[src/rtl/stopwatch_counter.sv]
// Stopwatch timebase and control FSM: 1/100 s count with start/stop, lap and clear keys.
// Define STOPWATCH_DEBOUNCE_EN to insert a DEB_CYCLES-long per-key debounce filter.
module stopwatch_counter #(
  parameter int unsigned TICK_DIV   = 10000,
  parameter logic [3:0]  SW_MODE    = 4'b0010,
  parameter int unsigned DEB_CYCLES = 20000
) (
  input  logic        clk,
  input  logic        resetn,
  input  logic [3:0]  enable,
  input  logic [11:0] keypad_in,
  output logic [23:0] stopwatch_clock,
  output logic        running,
  output logic        overflow
);

  localparam int unsigned PrescW = $clog2(TICK_DIV);
  localparam logic [PrescW-1:0] PrescLast = PrescW'(TICK_DIV - 1);

  if (TICK_DIV < 2 || DEB_CYCLES < 1) begin : g_bad_param
    $error("stopwatch_counter: TICK_DIV must be >= 2 and DEB_CYCLES >= 1");
  end

  typedef enum logic [1:0] {StIdle, StRun, StLap, StPause} state_e;

  state_e              state_q, state_d;
  logic [PrescW-1:0]   presc_q;
  logic [23:0]         count_q, lap_q, count_inc;
  logic                count_wrap;
  logic [2:0]          sync1_q, sync2_q, level_prev_q, pulse_q, key_level;
  logic                unused_keys;

  assign unused_keys = ^keypad_in[11:3];

  // Key path: 2-FF synchronizer, optional filter, registered rising-edge pulse.
  always_ff @(posedge clk) begin
    if (resetn) begin
      sync1_q      <= '0;
      sync2_q      <= '0;
      level_prev_q <= '0;
      pulse_q      <= '0;
    end else begin
      sync1_q      <= keypad_in[2:0];
      sync2_q      <= sync1_q;
      level_prev_q <= key_level;
      pulse_q      <= key_level & ~level_prev_q;
    end
  end

`ifdef STOPWATCH_DEBOUNCE_EN
  localparam int unsigned DebW = $clog2(DEB_CYCLES + 1);
  localparam logic [DebW-1:0] DebLast = DebW'(DEB_CYCLES - 1);

  logic [2:0]      filt_q;
  logic [DebW-1:0] deb_cnt_q [3];

  // Filtered level flips only after DEB_CYCLES consecutive differing samples.
  always_ff @(posedge clk) begin
    if (resetn) begin
      filt_q <= '0;
      for (int k = 0; k < 3; k++) deb_cnt_q[k] <= '0;
    end else begin
      for (int k = 0; k < 3; k++) begin
        if (sync2_q[k] == filt_q[k]) begin
          deb_cnt_q[k] <= '0;
        end else if (deb_cnt_q[k] == DebLast) begin
          filt_q[k]    <= sync2_q[k];
          deb_cnt_q[k] <= '0;
        end else begin
          deb_cnt_q[k] <= deb_cnt_q[k] + DebW'(1);
        end
      end
    end
  end

  assign key_level = filt_q;
`else
  assign key_level = sync2_q;
`endif

  logic mode_ok, do_clear, do_start, do_lap, counting, tick;

  assign mode_ok  = (enable == SW_MODE);
  assign do_clear = mode_ok & pulse_q[2];
  assign do_start = mode_ok & pulse_q[0] & ~pulse_q[2];
  assign do_lap   = mode_ok & pulse_q[1] & ~pulse_q[0] & ~pulse_q[2];
  assign counting = (state_q == StRun) || (state_q == StLap);
  assign tick     = counting && (presc_q == PrescLast);

  logic [7:0] cen_f, sec_f, min_f;
  assign {min_f, sec_f, cen_f} = count_q;

  always_comb begin
    count_inc  = count_q;
    count_wrap = 1'b0;
    if (cen_f != 8'd99) begin
      count_inc[7:0] = cen_f + 8'd1;
    end else begin
      count_inc[7:0] = '0;
      if (sec_f != 8'd59) begin
        count_inc[15:8] = sec_f + 8'd1;
      end else begin
        count_inc[15:8] = '0;
        if (min_f != 8'd99) begin
          count_inc[23:16] = min_f + 8'd1;
        end else begin
          count_inc[23:16] = '0;
          count_wrap       = 1'b1;
        end
      end
    end
  end

  always_comb begin
    state_d = state_q;
    unique case (state_q)
      StIdle:  if (do_start) state_d = StRun;
      StRun:   if (do_start) state_d = StPause; else if (do_lap) state_d = StLap;
      StLap:   if (do_start) state_d = StPause; else if (do_lap) state_d = StRun;
      StPause: if (do_clear) state_d = StIdle;  else if (do_start) state_d = StRun;
      default: state_d = StIdle;
    endcase
  end

  always_ff @(posedge clk) begin
    if (resetn) begin
      state_q         <= StIdle;
      presc_q         <= '0;
      count_q         <= '0;
      lap_q           <= '0;
      stopwatch_clock <= '0;
      running         <= 1'b0;
      overflow        <= 1'b0;
    end else begin
      state_q         <= state_d;
      running         <= (state_d == StRun) || (state_d == StLap);
      stopwatch_clock <= (state_q == StLap) ? lap_q : count_q;

      // A tick on the same edge as a stop is still counted.
      if (tick) begin
        presc_q <= '0;
        count_q <= count_inc;
        if (count_wrap) overflow <= 1'b1;
      end else if (counting) begin
        presc_q <= presc_q + PrescW'(1);
      end

      if (state_q == StIdle && state_d == StRun) presc_q <= '0;
      if (state_q == StRun && state_d == StLap) lap_q <= count_q;
      if (state_q == StPause && state_d == StIdle) begin
        count_q  <= '0;
        presc_q  <= '0;
        overflow <= 1'b0;
      end
    end
  end

endmodule

[config.mk]
export PLATFORM = sky130hd
export DESIGN_NAME = stopwatch_counter
export DESIGN_NICKNAME = d
export VERILOG_FILES = /design/src/rtl/stopwatch_counter.sv
export SDC_FILE = /design/constraint.sdc
export NUM_CORES = 1
export LEC_CHECK = 0
export ABC_AREA = 1
export CORE_UTILIZATION = 40
export CTS_CLUSTER_DIAMETER = 80
export DETAILED_ROUTE_END_ITERATION = 16
export PLACE_DENSITY = 0.64
export SYNTH_ARGS = -nofsm -noshare
export SYNTH_HDL_FRONTEND = slang
export SYNTH_SLANG_ARGS = --single-unit
export TNS_END_PERCENT = 50
[constraint.sdc]
create_clock -name clk -period 2.3 [get_ports clk]
set_input_delay 0.345 -clock clk [delete_from_list [all_inputs] [get_ports clk]]
set_output_delay 0.345 -clock clk [all_outputs]
set_load 0.02 [all_outputs]
Word level (Yosys, flattened, before mapping)
Index checks and enable logic that the tools add are counted.
{ "totals": {"ram_bits": 0, "latchBits": 0, "input_bits": 18, "out_inout_bits": 26, "memories": 0, "word_cells": 66, "ff_bits": 102, "rom_bits": 0} }
{ "classes": {"n_shift": 0, "order_cmp": 0, "muxes": 14, "add_sub_neg": 4, "reduce_logical": 13, "n_bitwise": 12, "multipliers": 0, "n_eq_ne": 10, "div": 0} }
{ "op_table": {"columns": ["operator", "count"], "rows": [
  ["$add A8 B1 Y8 const B", 3],
  ["$mux W24", 1],
  ["$mux W8", 3],
  ["$ne A8 B7 Y1 const B", 2],
  ["$add A14 B1 Y14 const B", 1],
  ["$eq A14 B14 Y1 const B", 1],
  ["$mux W2", 6],
  ["$ne A8 B6 Y1 const B", 1],
  ["$pmux W2 S4", 1],
  ["$and A1 B1 Y1", 6],
  ["$eq A2 B2 Y1 const B", 3],
  ["$eq A2 B1 Y1 const B", 2],
  ["$eq A4 B2 Y1 const B", 1],
  ["$logic_and A1 B1 Y1", 4],
  ["$logic_not A2 Y1", 2],
  ["$not A1 Y1", 4],
  ["$reduce_and A2 Y1", 2],
  ["$reduce_or A4 Y1", 1],
  ["$and A3 B3 Y3", 1],
  ["$mux W1", 3],
  ["$not A3 Y3", 1],
  ["$reduce_and A3 Y1", 1],
  ["$logic_or A1 B1 Y1", 2],
  ["$reduce_or A2 Y1", 1]
]} }

Longest topological paths before layout
{ "logic_depth": {"ltp_word": 10, "mapped_depth": 17, "mapped_depth_nobuf": 16} }

Worst setup path after synthesis
No wires, ideal clock.
{ "synth_timing": {"path_kind": "reg2reg", "from": "register state_q[0]", "to": "register presc_q[10]", "required_time_ns": 2.230, "setup_time_ns": 0.070, "t_arrival_ns": 2.093, "slack_ns": 0.138, "period_less_slack_ns": 2.162, "path_buffers": 2, "path_stages_with_launch": 16, "path_cell_list": "dfxtp_1 -> inv_1 -> ha_1 -> inv_1 -> clkbuf_1 -> nand3_1 -> nand2_1 -> nand3_1 -> inv_1 -> ha_1 -> a21oi_1 -> inv_1 -> a21oi_1 -> nand2_1 -> buf_4 -> a21oi_1"} }
{ "synth_via": {"elab_chain_len": 6, "word_cells_on_any_way": 18, "classes_between": "eq/ne (4); mux (7); reduce/logical (7)"} }
{ "synth_lines": {"columns": ["element", "line", "rtl"], "rows": [
  ["start, declared", "26", "state_e state_q, state_d;"],
  ["start signal, assigned", "127", "state_q <= StIdle;"],
  ["start signal, assigned", "135", "state_q <= state_d;"],
  ["$mux W2, on equally long branches", null, null],
  ["$mux W2, on equally long branches", "120, 118, 119", null],
  ["$pmux W2 S4 *", "116", "unique case (state_q)"],
  ["net state_d[0]", "26", null],
  ["$eq A2 B1 Y1 or $logic_not A2 Y1 (tied branches)", "148, 150", null],
  ["$logic_and A1 B1 Y1, on equally long branches", "148, 150", null],
  ["$reduce_or A4 Y1 (no line) *", null, null],
  ["end signal, assigned", "145", "presc_q <= presc_q + PrescW'(1);"],
  ["end, declared", "27", "logic [PrescW-1:0] presc_q;"]
]} }
Mark *: on every way through the listed nets, which the timed path passes. The rest lies on a longest branch.
A chain may end at the register's enable or synchronous reset.

Worst setup path after layout
{ "layout_timing": {"from": "input port enable[1]", "to": "register presc_q[3]"} }
{ "layout_via": {"elab_chain_len": 10, "word_cells_on_any_way": 19, "classes_between": "eq/ne (2); mux (7); bitwise (6); reduce/logical (4)"} }
{ "layout_lines": {"columns": ["element", "line", "rtl"], "rows": [
  ["start, declared", "10", "input logic [3:0] enable,"],
  ["$eq A4 B2 Y1 *", "83", "assign mode_ok = (enable == SW_MODE);"],
  ["$and A1 B1 Y1 (3 in series)", "86", "assign do_lap = mode_ok & pulse_q[1] & ~pulse_q[0] & ~pulse_q[2];"],
  ["$mux W2, on equally long branches (2 in series)", "119, 118", null],
  ["$pmux W2 S4 *", "116", null],
  ["net state_d[1]", "26", null],
  ["$eq A2 B1 Y1 or $logic_not A2 Y1 (tied branches)", "148, 150", null],
  ["$logic_and A1 B1 Y1, on equally long branches", "148, 150", null],
  ["$reduce_or A4 Y1 (no line) *", null, null]
]} }
Marked as above.

==> impl_metrics.py <==
metrics = {
    "outcome": {
        "outcome": "completed",
    },
    "cells_and_area": {
        "fin_util_pct": 48.68,
        "drive_above_1_share_pct": 8.879,
        "fin_nets": 668,
        "area_growth_pct": 18.32,
        "antennaDiodeCount": 0,
    },
    "pwr": {
        "p_sw_share_pct": 22.87,
        "seq_power_share_pct": 53.9,
        "ir_drop_mv": 0.4286,
        "pwr-share-comb_pct": 9.9,
        "powerDensity_mw_per_mm2": 643.6,
        "p_int_w": 0.002620,
        "p_leak_nw": 2.058,
        "p_sw_w": 0.0007769,
        "total_power_w": 0.003397,
        "p_clk_share_pct": 36.3,
    },
    "setup_path": {
        "critPathBufInv": 5,
        "cp_slowest_stage_delay_ns": 0.47,
        "worstPathMaxFanout": 11,
        "crit_family": "simple AND/OR/NAND/NOR gates",
        "r2r_slack_ns": 0.17,
        "reg2reg_to": "presc_q[3]",
        "startpoint_type": "input port",
        "required_ns": 2.59,
        "cp.arrival_ns": 2.45,
        "slowest_stage": "clkdlybuf4s50_1",
        "crit_path_cell_trace": "clkdlybuf4s50_1 > inv_1 > nor2_2 > nand4_1 > nand2_1 > nand2_1 > nand2_1 > nand2_1 > nand2_1 > inv_1 > ha_1 > a21oi_2 > inv_1 > a21oi_1 > nand2_1 > buf_6 > nor3_1",
        "cp-end-kind": "flop",
        "r2r_cells": 16,
        "path_common_cell": "nand2_1",
        "crit_type": "input port to flop",
        "r2r_start": "state_q[0]",
    },
    "yosys": {
        "postSynthAreaPerCell_um2": 7.434,
        "syn_area_mm2": 0.004461,
        "synth_nets": 630,
        "ys_warn_count": 0,
        "synth_ff_type": "dfxtp_1",
        "syn_inst": 600,
        "ys_ff_latch": 102,
        "ys_seq_area_share_pct": 45.78,
        "synth-edff-count": 0,
        "postSynth.asyncResetShare_pct": 0,
        "ys_types": 32,
    },
    "clocking": {
        "cts_tree": "yes",
        "cts_buffers": 9,
        "cts_root_buf": "clkbuf_8",
        "cts_sinks": 102,
        "cts_max_level": 3,
        "cts.path.max_buffers": 2,
        "cts.clk_slew.worst_paths_ns": 0.09,
        "clkLatencyLatePin_ns": 0.36,
    },
    "timing": {
        "max-slew-margin-rel_pct": 69.76,
        "setup_viol": 0,
        "period_share_pct": 94.05,
        "hold_viol": 0,
        "fmaxAchievable_mhz": 462.3,
        "fin_crit_ns": 2.163,
        "max_slew.worst_pin.slew_ns": 0.4523,
        "finalClockSkew_ns": 0.008075,
        "slew_viol_final": 0,
    },
    "global_route": {
        "grt_pass1_wl_um": 15190,
        "grt_pass1_vias": 3486,
        "groute.usage.overall_pct": 16.40,
        "grt_overflow_total": 0,
        "grt_max_degree": 50,
        "antenna_found_initial": 0,
    },
    "worst_hold_path": {
        "min_to": "pulse_q[1]",
        "whs_path_depth": 1,
        "hp-class": "flop to flop",
        "hold_start": "level_prev_q[1]",
    },
    "route": {
        "wirelength_um": 8738,
        "drt_iter0_markers": 190,
        "drt-vias-per-instance": 4.864,
        "dr.pass1.iters": 4,
        "routedWlPerCell_um": 11.17,
        "drc_errors": 0,
        "ant_nets": 0,
        "vias": 3804,
    },
    "job": {
        "cap_viol_max_count": 0,
    },
    "floorplanning": {
        "std_cell_rows": 38,
        "fp.dieH_um": 107.6,
        "pin_count": 44,
        "coreArea_mm2": 0.01084,
        "dieWidth_um": 107.6,
        "initial_core_util_pct": 41.15,
        "die_area_mm2": 0.01158,
    },
    "place": {
        "gp_congestion": 0.8558,
        "io_buffers": 34,
        "hpwl_um": 6162,
    },
}
[how the worst max path moves through the flow]
stage | startpoint | end | slack, ns | cells after the start
2_1_floorplan | state_q[0] | presc_q[10] | 0.14 | 15
3_3_place_gp | enable[1] | presc_q[3] | -0.24 | 17
3_5_place_dp | enable[1] | presc_q[3] | -0.31 | 17
4_1_cts | state_q[0] | presc_q[3] | 0.007 | 16
5_1_grt | enable[1] | lap_q[2] | -0.005 | 14
6_report | enable[1] | presc_q[3] | 0.14 | 17
[cells in the final DEF, fill, tap and decap left out, drive strengths merged]
cell type / Yosys / layout
or2: 2 / 2
bufinv: 0 / 2
nor2: 72 / 72
nand2: 103 / 103
nor3b: 1 / 1
buf: 8 / 16
a21oi: 78 / 78
clkinv: 2 / 4
nor3: 5 / 5
o21ai: 64 / 64
nand3: 33 / 33
nand3b: 1 / 1
nand4: 13 / 13
clkbuf: 15 / 11
clkdlybuf4s50: 0 / 34
xnor2: 3 / 3
and3: 1 / 1
o21a: 1 / 1
dfxtp: 102 / 102
inv: 73 / 73
xor2: 11 / 11
ha: 12 / 12
[what timing repair did]
action	CTS	global route
resized for setup	0	12
hold buffers	0	0
endpoints found under the hold margin	0	0
endpoints found under the setup margin	0	56
buffers inserted	0	1
[cell families after synthesis]
| group | Yosys count | synth area share (%) |
|---|---|---|
| flip-flops | 102 | 45.78 |
| XOR/XNOR | 14 | 2.749 |
| adder cells (fa/ha/maj) | 12 | 3.366 |
| buffers and inverters | 98 | 8.667 |
| AO/OA/AOI/OAI | 143 | 16.10 |
| AND/OR/NAND/NOR | 231 | 23.34 |
[Yosys cell counts, types with 2 or more instances]
| cell type | instances | area (um^2) |
|---|---|---|
| dfxtp_1 | 102 | 2042 |
| nand2_1 | 100 | 375.4 |
| a21oi_1 | 78 | 390.4 |
| inv_1 | 70 | 262.8 |
| nor2_1 | 64 | 240.2 |
| o21ai_0 | 64 | 320.3 |
| nand3_1 | 31 | 155.2 |
| clkbuf_1 | 15 | 56.30 |
| nand4_1 | 13 | 81.33 |
| ha_1 | 12 | 150.1 |
| xor2_1 | 11 | 96.34 |
| nor3_1 | 5 | 25.02 |
| nor2_2 | 4 | 25.02 |
| buf_2 | 3 | 15.01 |
| inv_2 | 3 | 11.26 |
| nor2_4 | 3 | 33.78 |
| xnor2_1 | 3 | 26.28 |
| buf_1 | 2 | 7.510 |
| buf_4 | 2 | 15.01 |
| clkinv_1 | 2 | 7.510 |
| nand2_2 | 2 | 12.51 |
[per-stage QoR]
step	hold slack [ns]	area [um^2]	setup slack (ns)	setup TNS [ns]	cells
after floorplan	0.3744	4461	0.1377	0	600
after global placement	0.3809	5009	-0.2369	-5.959	766
after detailed placement	0.3828	5009	-0.3147	-10.19	766
after CTS	0.3959	5230	0.007120	0	781
after global routing	0.4202	5278	-0.005436	-0.009523	782
final	0.3954	5278	0.1370	0	782
[cell type report]
class / instances / area (um^2)
Timing Repair Buffer: 50 / 489.2
Multi-Input combinational cell: 400 / 2066
Fill cell: 1061 / 5563
Clock inverter: 4 / 70.07
Clock buffer: 11 / 151.4
Tap cell: 140 / 175.2
Inverter: 75 / 281.5
Sequential cell: 102 / 2044
[power groups by stage]
stage | clock network, W | registers (W) | logic, W
CTS | 0.00128 | 0.00183 | 0.000329
global placement | 0 | 0.00187 | 0.000323
floorplan | 0 | 0.00191 | 0.000150
finish | 0.00123 | 0.00183 | 0.000335
global route | 0.00135 | 0.00184 | 0.000372
detailed placement | 0 | 0.00187 | 0.000328
[routing by layer]
layer / share of wire, % / track usage, % / wire length [um] / up-vias
met5: 0 / 0 / 0 / -
met4: 0.66 / 3.914 / 58 / 0
met3: 4.3 / 4.782 / 372 / 6
met2: 47 / 27.75 / 4111 / 58
met1: 48 / 20.42 / 4195 / 1724
li1: - / - / - / 2016
[state kept, by name, indices dropped and copies added (netlist names)]
signal and flops:
key_level 3, stopwatch_clock 24, count_q 24, lap_q 24, level_prev_q 3, pulse_q 3, state_q 2, overflow 1
presc_q 14, running 1, sync1_q 3
[worst reg2reg max path, stage by stage, from the launching register on]
cell	delay, ns
dfxtp_2	0.35
inv_2	0.11
ha_4	0.17
nor2_1	0.06
nor2_1	0.12
nand2_1	0.07
nand2_1	0.07
nand2_1	0.07
nand2_1	0.09
inv_1	0.06
ha_1	0.19
a21oi_2	0.13
inv_1	0.07
a21oi_1	0.11
nand2_1	0.11
buf_6	0.16
nor3_1	0.12
Note: power is estimated with default switching activity, not from simulation.
